<file path="config.mk">
export PLATFORM = sky130hd
export DESIGN_NAME = coin_key_filter
export DESIGN_NICKNAME = d
export VERILOG_FILES = /design/src/rtl/coin_pkg.sv /design/src/rtl/sync_2ff.sv /design/src/rtl/coin_key_filter.sv
export SDC_FILE = /design/constraint.sdc
export NUM_CORES = 1
export LEC_CHECK = 0
export ABC_CLOCK_PERIOD_IN_PS = 2700
export BUFFER_PORTS_ARGS = -buffer_cell sky130_fd_sc_hd__buf_4
export CORE_MARGIN = 5
export CORE_UTILIZATION = 55
export DETAILED_ROUTE_END_ITERATION = 6
export PLACE_DENSITY = 0.83
export RECOVER_POWER = 25
export SYNTH_ARGS = -nofsm -noshare
export SYNTH_HDL_FRONTEND = slang
export SYNTH_SLANG_ARGS = --single-unit
</file>
<file path="constraint.sdc">
create_clock -name sys_clk -period 2.7 [get_ports sys_clk]
set_input_delay 0.405 -clock sys_clk [delete_from_list [all_inputs] [get_ports sys_clk]]
set_output_delay 0.405 -clock sys_clk [all_outputs]
set_load 0.01 [all_outputs]
</file>
<file path="src/rtl/coin_pkg.sv">
// Shared definitions for the coin button conditioner: filter state encoding,
// default filter length and coin counter width.
package coin_pkg;

    localparam logic [1:0] ST_IDLE    = 2'd0;
    localparam logic [1:0] ST_FILT_DN = 2'd1;
    localparam logic [1:0] ST_DOWN    = 2'd2;
    localparam logic [1:0] ST_FILT_UP = 2'd3;

    typedef enum logic [1:0] {
        Idle   = ST_IDLE,
        FiltDn = ST_FILT_DN,
        Down   = ST_DOWN,
        FiltUp = ST_FILT_UP
    } coin_state_e;

    // 20 ms at 50 MHz, minus one.
    localparam int unsigned CNT_MAX_20MS = 999_999;
    localparam int unsigned COIN_CNT_W   = 8;

endpackage

</file>
<file path="src/rtl/sync_2ff.sv">
// Generic two-flop synchroniser for asynchronous single-bit inputs; the reset
// value is selectable so idle-high buttons do not look pressed out of reset.
module sync_2ff #(
    parameter logic RST_VAL = 1'b1
) (
    input  logic sys_clk,
    input  logic sys_rst_n,
    input  logic din,
    output logic dout
);

    logic [1:0] ff_q;

    always_ff @(posedge sys_clk or negedge sys_rst_n) begin
        if (!sys_rst_n) begin
            ff_q <= {2{RST_VAL}};
        end else begin
            ff_q <= {ff_q[0], din};
        end
    end

    assign dout = ff_q[1];

endmodule

</file>
<file path="src/rtl/coin_key_filter.sv">
// Coin button conditioner: synchronises and debounces the active-low key and
// emits one pi_money pulse per accepted press, plus a running coin count.
module coin_key_filter
    import coin_pkg::*;
#(
    parameter int unsigned CNT_MAX = CNT_MAX_20MS
) (
    input  logic                  sys_clk,
    input  logic                  sys_rst_n,
    input  logic                  key_in,
    output logic                  pi_money,
    output logic                  key_state,
    output logic [COIN_CNT_W-1:0] coin_cnt
);

    localparam int unsigned CntW = (CNT_MAX > 0) ? $clog2(CNT_MAX + 1) : 1;
    localparam logic [CntW-1:0] CntMaxV = CntW'(CNT_MAX);

    logic                  key_sync;
    coin_state_e           state_q, state_d;
    logic [CntW-1:0]       cnt_q, cnt_d;
    logic                  accept;
    logic                  pi_money_q;
    logic                  key_state_q;
    logic [COIN_CNT_W-1:0] coin_cnt_q;

    sync_2ff #(
        .RST_VAL (1'b1)
    ) u_key_sync (
        .sys_clk   (sys_clk),
        .sys_rst_n (sys_rst_n),
        .din       (key_in),
        .dout      (key_sync)
    );

    always_comb begin
        state_d = state_q;
        cnt_d   = cnt_q;
        accept  = 1'b0;
        case (state_q)
            Idle: begin
                if (!key_sync) begin
                    state_d = FiltDn;
                    cnt_d   = '0;
                end
            end
            FiltDn: begin
                if (key_sync) begin
                    // Any release during filtering restarts from scratch.
                    state_d = Idle;
                    cnt_d   = '0;
                end else if (cnt_q == CntMaxV) begin
                    state_d = Down;
                    cnt_d   = '0;
                    accept  = 1'b1;
                end else begin
                    cnt_d = cnt_q + 1'b1;
                end
            end
            Down: begin
                if (key_sync) begin
                    state_d = FiltUp;
                    cnt_d   = '0;
                end
            end
            FiltUp: begin
                if (!key_sync) begin
                    state_d = Down;
                    cnt_d   = '0;
                end else if (cnt_q == CntMaxV) begin
                    state_d = Idle;
                    cnt_d   = '0;
                end else begin
                    cnt_d = cnt_q + 1'b1;
                end
            end
            default: begin
                state_d = Idle;
                cnt_d   = '0;
            end
        endcase
    end

    always_ff @(posedge sys_clk or negedge sys_rst_n) begin
        if (!sys_rst_n) begin
            state_q     <= Idle;
            cnt_q       <= '0;
            pi_money_q  <= 1'b0;
            key_state_q <= 1'b0;
            coin_cnt_q  <= '0;
        end else begin
            state_q     <= state_d;
            cnt_q       <= cnt_d;
            pi_money_q  <= accept;
            key_state_q <= (state_d == Down) || (state_d == FiltUp);
            coin_cnt_q  <= coin_cnt_q + COIN_CNT_W'(accept);
        end
    end

    assign pi_money  = pi_money_q;
    assign key_state = key_state_q;
    assign coin_cnt  = coin_cnt_q;

endmodule

</file>
=== Word level (Yosys, flattened, before mapping) ===
Cells that the tools add are included.

* Output and inout port bits: 10
* Flip-flop bits (word level): 34
* Logic and storage cells: 35
* Input bits: 3

* Muxes and demuxes: 16
* Eq/ne operators: 8
* Reductions and logical operators: 3
* $add $sub $neg: 2

{| class="wikitable"
|+ Operators by type and width
! kind !! count
|-
| $mux 20 || 5
|-
| $pmux 20 s4 || 1
|-
| $add 20x1->20 const B || 1
|-
| $eq 20x20->1 const B || 1
|-
| $mux 2 || 6
|-
| $add 8x1->8 || 1
|-
| $eq 2x2->1 const B || 4
|-
| $pmux 2 s4 || 1
|-
| $mux 1 || 3
|-
| $eq 2x1->1 const B || 1
|-
| $logic_not 2->1 || 1
|-
| $ne 2x1->1 const B || 1
|-
| $ne 2x2->1 const B || 1
|-
| $reduce_and 2->1 || 1
|-
| $logic_or 1x1->1 || 1
|}

=== Logic depth before layout (Yosys ltp) ===
* Depth in word-level cells: 6
* Depth in mapped cells: 10
* Gate-level depth less buffers: 10

=== Hierarchy ===
A second synthesis with hierarchy kept.

* Cell total of the unflattened synthesis: 166
* Area, all modules: 1,662.8 um2

{| class="wikitable"
|+ By module, submodules not included
! module !! instances !! cells an instance !! area each (um2) !! seq. area each (um2)
|-
| coin_key_filter || 1 || 164 || 1,610.3 || 775.7
|-
| sync_2ff || 1 || 2 || 52.6 || 52.6
|}

=== Worst setup path before layout ===
OpenSTA, ideal clock, no wires.

* Path kind: flip-flop to flip-flop
* From: register cnt_q[0]
* To: register coin_cnt_q[6] (netlist: coin_cnt[6])
* Arrival time: 2.048 ns
* Path buffers: 0
* Stages on the path, launching flop included: 11
* Setup slack: 0.527 ns
* Setup time: 0.125 ns
* Clock period less this slack: 2.173 ns
* Required time: 2.575 ns
* Cells stage by stage: dfrtp_1 ha_1 nand3_4 nor4_1 nand3_1 nor3_1 ha_1 ha_1 and3_1 nand3_1 xnor2_1

* Cells in the longest elaborated chain, start to end: 5

{| class="wikitable"
|+ RTL lines
! item !! RTL line !! text
|-
| from (decl) || coin_key_filter.sv:21 || <nowiki>logic [CntW-1:0] cnt_q, cnt_d;</nowiki>
|-
| from (signal assigned) || coin_key_filter.sv:93 || <nowiki>cnt_q <= cnt_d;</nowiki>
|-
| $eq 20x20->1 || coin_key_filter.sv:52 || <nowiki>end else if (cnt_q == CntMaxV) begin</nowiki>
|-
| $mux 1 || coin_key_filter.sv:52 ||
|-
| $mux 1 || coin_key_filter.sv:48 || <nowiki>if (key_sync) begin</nowiki>
|-
| $mux 1 || coin_key_filter.sv:40 || <nowiki>case (state_q)</nowiki>
|-
| via accept || coin_key_filter.sv:22 || <nowiki>logic accept;</nowiki>
|-
| $add 8x1->8 || coin_key_filter.sv:96 || <nowiki>coin_cnt_q <= coin_cnt_q + COIN_CNT_W'(accept);</nowiki>
|-
| to (signal assigned) || coin_key_filter.sv:96 ||
|-
| to (decl) || coin_key_filter.sv:25 || <nowiki>logic [COIN_CNT_W-1:0] coin_cnt_q;</nowiki>
|}

The timed path passes the listed nets, and every way through them passes these cells.
A chain may end at the register's enable or synchronous reset.

=== Final worst setup path ===
Same ends and word-level chain as after synthesis.

==> results.txt <==
----------------------------------------------------
[Timing]
  Count of final setup violators ... 0
  Final setup margin ... 0.205 ns
  Hold violation total from the final report ... 0
  Final Cycle Share ... 0.924
  Final number of max-transition violations ... 34
  Slew at the pin closest to its max-slew limit ... 1.74 ns
  Maximum clock frequency ... 401 MHz
  Slew headroom ... -0.163
  RSZ-0062 raised after global routing ... no
  Largest clock skew in the final design ... 0.00690 ns
  Final setup TNS ... 0 ns
  Final min period ... 2.49 ns

[Floorplan]
  Width of the chip ... 65.5 um
  Die area ... 4290 um^2
  Core ar. ... 3000 um^2
  Number of core rows ... 20
  I/O Pins ... 13
  Floorplan die height ... 65.5 um
  Initial standard-cell utilization of the core ... 0.565

[Power]
  Peak VDD IR ... 0.355 mV
  Switch share ... 0.257
  Relative contribution of sequential cells to total power ... 0.614
  P_int ... 612 uW
  Leak pwr ... 0.000846 uW
  Combinational power share ... 0.055
  Switching power summed over all nets ... 212 uW
  Portion of total power attributed to the clock network ... 0.331
  Cell area power density ... 444 nW/um^2

[Critical path]
  Setup slack of the worst register-to-register path ... 0.21 ns
  Crit start category ... flop
  Required time of the worst setup path ... 2.93 ns
  End of the worst register-to-register path ... coin_cnt[6]
  Max Fanout on Critical Path ... 8
  Depth of the worst register-to-register path ... 10
  Endpoint type of the worst setup path ... flop
  Data arrival time of the critical path ... 2.73 ns
  Critical register-to-register path startpoint ... cnt_q[0]
  Classification of the worst setup path ... reg2reg

[Clock tree]
  TritonCTS sink count ... 33
  Total CTS buffers ... 5
  Number of levels the H-tree was split into ... 2
  CTS Buffer Depth ... 2
  CTS Root Cell ... clkbuf_4
  Clock insertion delay at the later pin of the skew report ... 0.34 ns
  CTS clk-pin slew, worst paths ... 0.11 ns
  Post-CTS Resized ... 0
  CTS tree ... done
  Post-CTS Setup Inserts ... 0

[Min path]
  Worst Hold Launch ... key_in
  WHS Path Cells ... 1
  Kind of path behind the tightest hold check ... in2reg
  Hold Crit Endpoint ... u_key_sync.ff_q[0]

[Yosys]
  Number of standard cells after synthesis ... 168
  Share of Yosys cell area claimed by the top area cell type ... 0.458
  Largest cells by area after synthesis ... dfrtp_1 46%, nand3_1 4.4%, dfstp_2 3.1%
  Mapped Nets ... 174
  Fraction of registers with async set or reset after synthesis ... 1.00
  Most area-hungry cell type in the Yosys netlist ... dfrtp_1
  Number of enable-type register cells in the synthesized netlist ... 0
  Number of storage elements in the synthesis netlist ... 33
  Average instance area after synthesis ... 10.1 um^2
  Count of warnings emitted by yosys ... 0
  Most frequent cell after synthesis ... dfrtp_1
  Sequential element share of the synthesized area ... 0.489
  Post-synth cell types ... 44
  Netlist area before placement ... 1700 um^2
  Leading post-synthesis cells by instance count ... 31 x dfrtp_1, 15 x nand3_1, 12 x nand2_1
  Most frequently used flop master after synthesis ... dfrtp_1

[Layout]
  Layout cells sized above 1 ... 0.164
  Fillers ... 257
  Post-layout net count ... 188
  Antenna Diode Count ... 0
  Growth of design area from synthesis to finish ... 9.37%

[Place]
  Last weighted congestion value of the routability-driven placer ... 0.832
  Total of buffers placed on input and output ports ... 12
  Post-place setup slack ... 0.234 ns
  Post-DP HPWL ... 2550 um

[Global routing]
  Via count of the first global-routing pass ... 1353
  Maximum number of pins on one net before global-route repair ... 34
  Initial antenna violation count ... 0
  Wire length of the first global-routing pass ... 6210 um
  Final global-route overflow total ... 0
  All-layer global routing usage ... 0.189

[Detailed routing]
  Antenna-violating nets left ... 0
  Starting DRT DRC Count ... 69
  Via count ... 1366
  Routed wire length ... 3570 um
  Via count normalized by instance count ... 6.32
  First-pass detailed-route iteration total ... 4
  Residual DRC ... 0
  Detailed-route wire length per cell ... 16.5 um

[Job]
  Max cap viols ... 1

[Run status]
  Violations in the final reports ... capacitance limit, slew limit
  Outcome ... finished, violations left

----------------------------------------------------
-- placed cells by master, fill, tap and decap left out, types with 5 or more instances in the layout --
| cell | n |
|---|---|
| dfrtp_1 | 31 |
| nand3_1 | 15 |
| nand2_1 | 12 |
| buf_4 | 10 |
| a21oi_1 | 8 |
| o21ai_0 | 7 |
| nor2_1 | 6 |
| nor3_1 | 6 |
| clkbuf_4 | 6 |
| nand4_1 | 5 |
| a31oi_1 | 5 |
| inv_1 | 5 |
-- power by group through the flow --
stage | combinational, uW | clock [uW] | sequential, uW
floorplan | 28.8 | 0 | 514
global placement | 43.2 | 0 | 514
detailed placement | 45.8 | 0 | 515
CTS | 47.3 | 276 | 506
global route | 51.6 | 297 | 507
finish | 45.7 | 272 | 506
-- critical path, stage by stage, from the launching register on --
cell,delay [ns]
dfrtp_1,0.42
ha_1,0.26
nand3_4,0.16
nor4_1,0.32
nand3_1,0.12
nor3_1,0.26
ha_1,0.25
ha_1,0.19
and3_1,0.19
nand3_1,0.10
xnor2_1,0.13
-- registers in the layout, indices dropped and copies added (netlist names) --
register         count
cnt_q               20
coin_cnt             8
u_key_sync.ff_q      2
key_state            1
pi_money             1
state_q              1
-- logic make-up (layout without fill, tap and decap cells) --
logic type               count (synthesis)  count (layout)  synth area share
AND/OR/NAND/NOR                         73              73             0.255
AO/OA/AOI/OAI                           37              37             0.140
flip-flops                              33              33             0.489
buffers and inverters                   11              26            0.0310
XOR/XNOR                                 8               8            0.0458
adder cells (fa/ha/maj)                  3               3            0.0221
multiplexers                             3               3            0.0177
-- worst max-delay path by stage --
stage	slack (ns)	endpoint	from
after global placement	0.43	coin_cnt[6]	cnt_q[0]
after floorplan	0.53	coin_cnt[6]	cnt_q[0]
final	0.21	coin_cnt[6]	cnt_q[0]
after detailed placement	0.23	coin_cnt[6]	cnt_q[0]
after global routing	0.04	coin_cnt[6]	cnt_q[1]
after CTS	0.21	coin_cnt[6]	cnt_q[0]
-- area by class of cell --
type                            instances  area (um^2)  area share
Timing Repair Buffer                   13         96.3      0.0520
Inverter                                5         18.8      0.0101
Multi-Input combinational cell        124          815       0.439
Clock buffer                            5         37.5      0.0202
Sequential cell                        33          828       0.447
Tap cell                               33         41.3      0.0223
Clock inverter                          3         17.5     0.00945
-- stage by stage --
step	instance area (um^2)	util	hold WS [ns]	instances	power, uW
2_1_floorplan	1700	-	0.109	168	543
3_3_place_gp	1790	0.597	0.350	207	558
3_5_place_dp	1790	0.597	0.352	207	561
4_1_cts	1860	0.619	0.158	216	829
5_1_grt	1850	0.618	0.152	216	855
6_report	1850	0.618	0.171	216	824
-- metal layers --
| layer | vias to the layer above | GRT usage | share of wire |
|---|---|---|---|
| li1 | 641 | - | - |
| met1 | 682 | 0.225 | 0.43 |
| met2 | 30 | 0.316 | 0.50 |
| met3 | 13 | 0.0513 | 0.040 |
| met4 | 0 | 0.0855 | 0.029 |
| met5 | - | 0 | 0 |
-- what timing repair did --
item / 4_1_cts / 5_1_grt
hold buffers: 1 / 0
endpoints found under the hold margin: 31 / 0
endpoints found under the setup margin: 0 / 0
Note: power is estimated with default switching activity, not from simulation.
